### src/rtl/tx_fmt_pkg.sv
// Shared definitions for the TX sample formatter: DAC limit helpers,
// the product-width helper and the dither LFSR constants (TX_DITHER_EN).
package tx_fmt_pkg;

  // 16-bit Fibonacci LFSR x^16+x^14+x^13+x^11+1: tap mask on bits 15,13,12,10
  localparam logic [15:0] LFSR_SEED = 16'hACE1;
  localparam logic [15:0] LFSR_TAPS = 16'hB400;

  function automatic int out_max(input int w);
    return (1 << (w - 1)) - 1;
  endfunction

  function automatic int out_min(input int w);
    return -(1 << (w - 1));
  endfunction

  // Full-precision width of signed sample times zero-extended unsigned gain
  function automatic int prod_width(input int in_w, input int g_w);
    return in_w + g_w + 1;
  endfunction

endpackage

### src/rtl/tx_sat_round.sv
// Combinational round-and-clip: adds the rounding offset to the product,
// arithmetic-shifts out the gain fraction and clips to the DAC range.
module tx_sat_round
  import tx_fmt_pkg::*;
#(
  parameter int PROD_W = 23,
  parameter int FRAC   = 8,
  parameter int OUT_W  = 12
) (
  input  logic signed [PROD_W-1:0] p_i,
  input  logic        [FRAC-1:0]   offset_i,
  output logic                     sat_o,
  output logic        [OUT_W-1:0]  value_o
);

  logic signed [PROD_W:0]      sum;
  logic signed [PROD_W:0]      shifted;
  logic        [PROD_W-OUT_W+1:0] hi;
  logic                        in_range;

  // One extra bit of headroom keeps the offset add from overflowing
  always_comb begin
    sum      = {p_i[PROD_W-1], p_i} + {{(PROD_W + 1 - FRAC){1'b0}}, offset_i};
    shifted  = sum >>> FRAC;
    hi       = shifted[PROD_W:OUT_W-1];
    in_range = (&hi) | ~(|hi);
    sat_o    = ~in_range;
    if (in_range) begin
      value_o = shifted[OUT_W-1:0];
    end else if (shifted[PROD_W]) begin
      value_o = OUT_W'(out_min(OUT_W));
    end else begin
      value_o = OUT_W'(out_max(OUT_W));
    end
  end

endmodule

### src/rtl/tx_scale_sat.sv
// TX sample formatter: signed sample x unsigned fixed-point gain, rounded
// and saturated to DAC width through a two-stage valid/ready pipeline.
// Optional feature macro: TX_DITHER_EN (LFSR rounding offset).
module tx_scale_sat
  import tx_fmt_pkg::*;
#(
  parameter int IN_WIDTH   = 12,
  parameter int GAIN_WIDTH = 10,
  parameter int GAIN_FRAC  = 8,
  parameter int OUT_WIDTH  = 12,
  parameter int CNT_WIDTH  = 16
) (
  input  logic                  CLK,
  input  logic                  RST,
  input  logic [GAIN_WIDTH-1:0] GAIN,
  input  logic                  IN_VALID,
  output logic                  IN_READY,
  input  logic [IN_WIDTH-1:0]   DATA_IN,
  output logic                  OUT_VALID,
  input  logic                  OUT_READY,
  output logic [OUT_WIDTH-1:0]  DATA_OUT,
  output logic                  SAT_FLAG,
  output logic [CNT_WIDTH-1:0]  SAT_CNT,
  input  logic                  CNT_CLR
);

  localparam int PW = prod_width(IN_WIDTH, GAIN_WIDTH);

  logic                 s2_en, s1_en, in_hs, out_hs;
  logic                 s1_valid_q, s1_valid_d;
  logic signed [PW-1:0] p_q, p_d;
  logic [GAIN_FRAC-1:0] off_s2;
  logic                 out_valid_q, out_valid_d;
  logic [OUT_WIDTH-1:0] data_out_q, data_out_d;
  logic                 sat_flag_q, sat_flag_d;
  logic [CNT_WIDTH-1:0] sat_cnt_q, sat_cnt_d;
  logic                 rs_sat;
  logic [OUT_WIDTH-1:0] rs_value;

  // Pipeline enables; OUT_READY reaches IN_READY combinationally
  always_comb begin
    s2_en  = ~out_valid_q | OUT_READY;
    s1_en  = ~s1_valid_q | s2_en;
    in_hs  = IN_VALID & s1_en;
    out_hs = out_valid_q & OUT_READY;
  end

  // Stage 1: capture the full-precision product on input handshake
  always_comb begin
    s1_valid_d = s1_en ? IN_VALID : s1_valid_q;
    p_d        = p_q;
    if (in_hs) begin
      p_d = PW'($signed(DATA_IN)) * PW'($signed({1'b0, GAIN}));
    end
  end

`ifdef TX_DITHER_EN
  logic [15:0]          lfsr_q, lfsr_d;
  logic [GAIN_FRAC-1:0] off_q, off_d;

  // Dither LFSR advances per accepted sample; its pre-advance value travels with P
  always_comb begin
    lfsr_d = lfsr_q;
    off_d  = off_q;
    if (in_hs) begin
      lfsr_d = {lfsr_q[14:0], ^(lfsr_q & LFSR_TAPS)};
      off_d  = lfsr_q[GAIN_FRAC-1:0];
    end
  end

  // Dither state registers
  always_ff @(posedge CLK) begin
    if (RST) begin
      lfsr_q <= LFSR_SEED;
      off_q  <= '0;
    end else begin
      lfsr_q <= lfsr_d;
      off_q  <= off_d;
    end
  end

  assign off_s2 = off_q;
`else
  assign off_s2 = GAIN_FRAC'(1) << (GAIN_FRAC - 1);
`endif

  tx_sat_round #(
    .PROD_W (PW),
    .FRAC   (GAIN_FRAC),
    .OUT_W  (OUT_WIDTH)
  ) u_sat_round (
    .p_i      (p_q),
    .offset_i (off_s2),
    .sat_o    (rs_sat),
    .value_o  (rs_value)
  );

  // Stage 2: load rounded/clipped result when the output slot frees up
  always_comb begin
    out_valid_d = out_valid_q;
    data_out_d  = data_out_q;
    sat_flag_d  = sat_flag_q;
    if (s2_en) begin
      out_valid_d = s1_valid_q;
      if (s1_valid_q) begin
        data_out_d = rs_value;
        sat_flag_d = rs_sat;
      end
    end
  end

  // Saturation-event counter: sticky at all-ones, clear has priority
  always_comb begin
    sat_cnt_d = sat_cnt_q;
    if (CNT_CLR) begin
      sat_cnt_d = '0;
    end else if (out_hs && sat_flag_q && !(&sat_cnt_q)) begin
      sat_cnt_d = sat_cnt_q + 1'b1;
    end
  end

  // Pipeline and counter registers
  always_ff @(posedge CLK) begin
    if (RST) begin
      s1_valid_q  <= 1'b0;
      p_q         <= '0;
      out_valid_q <= 1'b0;
      data_out_q  <= '0;
      sat_flag_q  <= 1'b0;
      sat_cnt_q   <= '0;
    end else begin
      s1_valid_q  <= s1_valid_d;
      p_q         <= p_d;
      out_valid_q <= out_valid_d;
      data_out_q  <= data_out_d;
      sat_flag_q  <= sat_flag_d;
      sat_cnt_q   <= sat_cnt_d;
    end
  end

  assign IN_READY  = s1_en;
  assign OUT_VALID = out_valid_q;
  assign DATA_OUT  = data_out_q;
  assign SAT_FLAG  = sat_flag_q;
  assign SAT_CNT   = sat_cnt_q;

endmodule
### config.mk
export PLATFORM = sky130hd
export DESIGN_NAME = tx_scale_sat
export DESIGN_NICKNAME = d
export VERILOG_FILES = /design/src/rtl/tx_fmt_pkg.sv /design/src/rtl/tx_sat_round.sv /design/src/rtl/tx_scale_sat.sv
export SDC_FILE = /design/constraint.sdc
export NUM_CORES = 1
export LEC_CHECK = 0
export BUFFER_PORTS_ARGS = -buffer_cell sky130_fd_sc_hd__buf_4
export CAP_MARGIN = 20
export CORE_ASPECT_RATIO = 0.75
export CORE_UTILIZATION = 55
export DETAILED_ROUTE_END_ITERATION = 10
export HOLD_SLACK_MARGIN = 0.05
export PLACE_DENSITY = 0.74
export SETUP_SLACK_MARGIN = 0.4
export SYNTH_ARGS = -nofsm -noshare
export SYNTH_HDL_FRONTEND = slang
export SYNTH_SLANG_ARGS = --single-unit
### constraint.sdc
create_clock -name CLK -period 8.2 [get_ports CLK]
set_input_delay 2.46 -clock CLK [delete_from_list [all_inputs] [get_ports CLK]]
set_output_delay 2.46 -clock CLK [all_outputs]
set_load 0.005 [all_outputs]
==> results.yml, run 1 <==
power:
  power_density_nw_per_um2: 321
  intPower_mw: 1.21
  power_frac_clock_pct: 9.3
  share_seq_of_total_power_pct: 12.3
  comb_power_share_pct: 78.5
  static-leakage-power_nw: 3.68
  worst_ir_drop_vdd_v: 0.000244
  switching_share_pct: 50.9
  p_sw_mw: 1.26
worst_setup_path:
  crit_path_frequent_cell: "fa_1"
  path_class: "input pin to flip-flop"
  worst_endpoint_data_arrival_time_ns: 7.68
  timing.critical_path.slowest_stage_cell: "fa_1"
  crit_path_capture_type: "flip-flop"
  critical-path-max-stage-delay_ns: 0.72
  critical_path.max_fanout: 12
  setup.worst_path.start_class: "input pin"
  path_cells: "buf_4 -> and2_1 -> fa_1 -> inv_1 -> fa_1 -> inv_1 -> fa_1 -> fa_1 -> inv_1 -> fa_1 -> inv_1 -> ha_1 -> and3_1 -> nand2_1 -> o31ai_1 -> nor2_1 -> or4_1 -> o211ai_1"
  reg2reg_setup_slack_ns: 5.63
  cp.required_ns: 8.40
placement:
  hpwl_um: 12300
  placement.io_buffers: 57
  finalWeightedCongestion: 0.812
sta:
  grt_setup_unrepaired: "false"
  final_report_setup_violation_count: 0
  report.final.slew_viol_count: 0
  layout_min_cycle_time_ns: 7.48
  setup-tns-final_ns: 0
  finClkSkew_ns: 0.00775
  max_freq_ghz: 0.134
  worst_max_slew_margin_expressed_relative_to_the_limit_pct: 28.6
  tightest_slew_ns: 1.07
  worst_hold_slack_ns: 0.495
  timing.final.crit_share_pct: 91.2
  hold_viol_final: 0
routing:
  drc: 0
  drt.antenna.violating_nets: 0
  routed_wire_length_per_instance_um: 14.9
  drt-vias-per-instance: 5.42
  drt_pass1_iterations: 4
  violation_count_after_the_first_detailed_routing_iteration: 292
  wirelength_um: 15000
  num_vias: 5472
synthesis:
  yosys_warnings: 0
  synth_seq_cells: 47
  ys.flop_type: "dfxtp_1"
  netlist_area_um2: 7030
  async_reset_ff_share_pct: 0
  synth_seq_area_share_pct: 13.4
  synth_enable_flop_cells: 0
  syn-instance-count: 812
  synthesis.area_per_instance_um2: 8.66
  synth_nets: 1003
  synthDistinctLibCells: 62
cts:
  tritoncts_num_sinks: 47
  number_of_clock_buffers_inserted_by_tritoncts: 5
  cts_root_buf: "clkbuf_16"
  cts_tree: "done"
  post_cts_resize_count: 0
  post_cts_buffers: 0
  clockBufferDepth: 2
  cts_hold_repair.buffers: 0
  cts.reportedPaths.clkPinSlew_ns: 0.06
  worst_skew_pair.late_latency_ns: 0.29
  htree_num_levels: 2
floorplan:
  floorplan.core_area_um2: 12300
  placementRows: 35
  die_w_um: 133
  die_height_um: 99.9
  initial_core_util_pct: 56.9
  die_area_um2: 13200
  ioPinCount: 58
cells_and_area:
  diodes: 0
  layout.cells.most_common_list: "167 x inv_1, 112 x fa_1, 86 x nand2_1, 66 x and2_1, 57 x buf_4"
  layout_commonest_cell: "inv_1"
  layout-area-overhead-vs-synth_pct: 9.50
  layout.core_utilization_pct: 62.3
  finalNetCount: 1035
  layout-drive-gt1-share_pct: 10.2
global_routing:
  first_pass_grt_wire_length_um: 26800
  grt_start_max_net_pins: 33
  grt_overall_usage_pct: 24.8
  grt_antenna_before_repair: 0
  vias_in_the_first_global_route: 5848
  grt_overflow: 0
min_path:
  holdCritPathClass: "flip-flop to flip-flop"
flow_run:
  max_cap_viol: 0
run_status:
  run_status: "complete, no violations"
stage by stage:
| stage | total power [mW] | instance area [um^2] | std cells | setup WS, ns |
|---|---|---|---|---|
| floorplan | 1.84 | 7030 | 812 | 0.881 |
| global placement | 2.16 | 7540 | 1003 | 0.616 |
| detailed placement | 2.23 | 7540 | 1003 | 0.449 |
| CTS | 2.48 | 7700 | 1010 | 0.700 |
| global route | 2.79 | 7700 | 1010 | 0.439 |
| finish | 2.47 | 7700 | 1010 | 0.719 |
power groups by stage:
stage                     registers [mW]  logic [mW]  clock network, mW
final                              0.303        1.94              0.229
after global routing               0.308        2.24              0.240
after CTS                          0.302        1.95              0.229
after detailed placement           0.307        1.93                  0
after global placement             0.305        1.85                  0
after floorplan                    0.298        1.55                  0
synth_stat cells, types with 4 or more instances:
library cell / n / share of area (%)
o211ai_1: 4 / 0.43
and4_1: 5 / 0.62
fa_1: 112 / 32
xnor2_1: 19 / 2.4
nor2_1: 45 / 2.4
or3_1: 4 / 0.36
nand3_1: 19 / 1.4
a211oi_2: 9 / 1.6
a21o_1: 8 / 0.85
o21ai_0: 15 / 1.1
nand4_1: 4 / 0.36
a21oi_1: 27 / 1.9
xor2_1: 15 / 1.9
inv_1: 167 / 8.9
nand2b_1: 4 / 0.36
nand3b_1: 8 / 0.85
and2_1: 66 / 5.9
clkbuf_1: 27 / 1.4
nor3_1: 4 / 0.28
a211oi_1: 6 / 0.64
o2111ai_1: 4 / 0.50
nand2_1: 86 / 4.6
dfxtp_1: 47 / 13
ha_1: 52 / 9.3
layer usage:
| metal | up-vias | global-route usage [%] | share of wire, % |
|---|---|---|---|
| li1 | 2602 | - | - |
| met1 | 2742 | 31.3 | 43 |
| met2 | 110 | 45.9 | 52 |
| met3 | 18 | 3.74 | 3.8 |
| met4 | 0 | 4.16 | 0.98 |
| met5 | - | 0 | 0 |
registers in the layout, indices dropped and copies added (netlist names):
name / cells
OUT_VALID: 1
SAT_FLAG: 1
SAT_CNT: 16
DATA_OUT: 12
p_q: 16
s1_valid_q: 1
final cells by class:
| cell class | instances | area [um^2] |
|---|---|---|
| Clock inverter | 1 | 30.0 |
| Tap cell | 166 | 208 |
| Timing Repair Buffer | 57 | 428 |
| Fill cell | 1075 | 4650 |
| Sequential cell | 47 | 941 |
| Multi-Input combinational cell | 566 | 5340 |
| Clock buffer | 6 | 129 |
| Inverter | 167 | 627 |
final timing paths:
kind,start,endpoint,depth (start not counted)
setup reg to reg,p_q[8],DATA_OUT[2],7
hold reg to reg,DATA_OUT[11],DATA_OUT[11],2
hold / removal,DATA_OUT[11],DATA_OUT[11],2
setup / recovery,GAIN[3],p_q[21],18
cell families after synthesis:
kind of cell             count (synthesis)  share of synthesized area (%)
AO/OA/AOI/OAI                          100                           10.6
XOR/XNOR                                34                           4.24
adder cells (fa/ha/maj)                164                           41.1
buffers and inverters                  199                           10.8
flip-flops                              47                           13.4
multiplexers                             2                          0.285
AND/OR/NAND/NOR                        266                           19.5
critical path: cells and delay by family:
family / cells / cell delay [ns]
AND/OR/NAND/NOR: 5 / 1.20
AO/OA/AOI/OAI: 2 / 0.38
adder cells (fa/ha/maj): 6 / 3.20
buffers and inverters: 5 / 0.46
Power figures use the tool's default switching activity.
==> run 2, diff against run 1 <==
REMOVE_ABC_BUFFERS = 1   (was default)
==> run 2 against run 1 <==
Global-route usage rose by 0.31 points. Non-clock buffer count did not move. First-iteration DRC count rose by 16%. Critical path depth rose by 1. Via count rose by 0.84%. Sequential cell count did not move. Final cell count barely moved. Worst hold slack got worse by 0.024 ns. Worst setup slack improved by 0.10 ns. Largest cell class unchanged.
==> results.yml, run 2 (synthesis results as in run 1) <==
worst_setup_path:
  critical_path.reg2reg.endpoint: "DATA_OUT[8]"
  path_depth: 19
  crit_path_frequent_cell: "fa_1"
  worst_endpoint_data_arrival_time_ns: 7.59
  reg2reg_launch_point: "p_q[13]"
  critical-path-top-delay-family: "adder cells"
  path_class: "input pin to flip-flop"
  cp.required_ns: 8.41
  reg2reg_setup_slack_ns: 5.66
  timing.critical_path.slowest_stage_cell: "fa_1"
  setup.worst_path.start_class: "input pin"
  crit_path_capture_type: "flip-flop"
  critical_path.max_fanout: 12
  buf_inv_stages_crit_path: 5
  critical-path-max-stage-delay_ns: 0.69
  reg2reg_depth: 7
  path_cells: "buf_4 -> and2_1 -> fa_1 -> inv_1 -> fa_1 -> inv_1 -> fa_1 -> fa_1 -> inv_1 -> fa_1 -> inv_1 -> ha_1 -> and3_1 -> nand2_1 -> a2bb2oi_1 -> o31ai_1 -> nor2_1 -> or4_1 -> o211ai_1"
cts:
  cts_hold_repair.buffers: 0
  cts_root_buf: "clkbuf_16"
  htree_num_levels: 2
  tritoncts_num_sinks: 47
  worst_skew_pair.late_latency_ns: 0.29
  cts.reportedPaths.clkPinSlew_ns: 0.06
  number_of_clock_buffers_inserted_by_tritoncts: 5
  cts_tree: "done"
  post_cts_resize_count: 0
  post_cts_buffers: 0
  clockBufferDepth: 2
global_routing:
  grt_start_max_net_pins: 33
  first_pass_grt_wire_length_um: 27000
  grt_overall_usage_pct: 25.1
  grt_overflow: 0
  vias_in_the_first_global_route: 5921
  grt_antenna_before_repair: 0
routing:
  drt_pass1_iterations: 5
  routed_wire_length_per_instance_um: 14.7
  violation_count_after_the_first_detailed_routing_iteration: 339
  drt-vias-per-instance: 5.46
  num_vias: 5518
  wirelength_um: 14900
  drc: 0
  drt.antenna.violating_nets: 0
sta:
  finClkSkew_ns: 0.00677
  final_report_setup_violation_count: 0
  worst_hold_slack_ns: 0.471
  layout_min_cycle_time_ns: 7.38
  worst_max_slew_margin_expressed_relative_to_the_limit_pct: 30.0
  timing.final.crit_share_pct: 90.0
  setup-tns-final_ns: 0
  tightest_slew_ns: 1.05
  max_freq_ghz: 0.136
  hold_viol_final: 0
  grt_setup_unrepaired: "false"
  report.final.slew_viol_count: 0
floorplan:
  die_w_um: 133
  ioPinCount: 58
  die_area_um2: 13200
  placementRows: 35
  initial_core_util_pct: 56.9
  die_height_um: 99.9
  floorplan.core_area_um2: 12300
run_status:
  run_status: "complete, no violations"
min_path:
  min_delay_worst_endpoint: "DATA_OUT[11]"
  hp-start: "DATA_OUT[11]"
  holdPathStages: 2
  holdCritPathClass: "flip-flop to flip-flop"
power:
  static-leakage-power_nw: 3.68
  comb_power_share_pct: 78.8
  share_seq_of_total_power_pct: 12.4
  design_power_mw: 2.46
  intPower_mw: 1.20
  power_density_nw_per_um2: 319
  power_frac_clock_pct: 8.8
  p_sw_mw: 1.25
  switching_share_pct: 51.0
  worst_ir_drop_vdd_v: 0.000251
placement:
  hpwl_um: 12200
  finalWeightedCongestion: 0.864
  place_area_um2: 7540
  placement.io_buffers: 57
cells_and_area:
  layout-drive-gt1-share_pct: 10.3
  final_design_area_no_fill_um2: 7700
  finalNetCount: 1035
  layout.cells.most_common_list: "167 x inv_1, 112 x fa_1, 86 x nand2_1, 66 x and2_1, 57 x buf_4"
  layout.core_utilization_pct: 62.3
  layout_commonest_cell: "inv_1"
  diodes: 0
  layout-area-overhead-vs-synth_pct: 9.47
flow_run:
  max_cap_viol: 0
-- run 2: cell types whose count changed in the layout (fill, tap and decap cells not counted), sizes merged --
cell,before,now
bufinv,1,0
clkbuf,6,8
-- run 2: worst reg2reg max path: cells and delay by family (launching register included) --
| family | cells | cell delay (ns) |
|---|---|---|
| AO/OA/AOI/OAI | 3 | 1.10 |
| flip-flops | 1 | 0.42 |
| AND/OR/NAND/NOR | 3 | 0.62 |
| multiplexers | 1 | 0.22 |
-- run 2: area by class of cell --
class                      instances  area, um^2
clock buffer                       8         156
tap                              166         208
multi-input combinational        566        5340
sequential                        47         941
inverter                         167         627
timing repair buffer              57         428
fill                            1116        4650
-- run 2: metal layers --
layer	vias to the layer above	track usage (%)	wire, um
met2	140	44.6	7650
met1	2748	32.9	6440
li1	2610	-	-
met3	20	3.79	632
met5	-	0	0
met4	0	5.31	170
-- run 2: metrics by stage --
stage               cells  setup WS, ns
global route         1011         0.543
floorplan             780          1.05
CTS                  1011         0.834
detailed placement   1003         0.535
finish               1011         0.822
global placement     1003         0.663
-- run 2: worst max path at each step --
stage	startpoint	endpoint
after floorplan	GAIN[3]	p_q[19]
after global placement	GAIN[3]	p_q[19]
after detailed placement	GAIN[3]	p_q[19]
after CTS	GAIN[3]	p_q[21]
after global routing	GAIN[3]	p_q[21]
final	GAIN[3]	p_q[19]
-- run 2: power by group through the flow --
stage                     Sequential [mW]  Clock [mW]  Combinational (mW)
after floorplan                     0.298           0                1.53
after global placement              0.306           0                1.85
after detailed placement            0.308           0                1.93
after CTS                           0.304       0.218                1.94
after global routing                0.310       0.233                2.25
final                               0.304       0.216                1.94
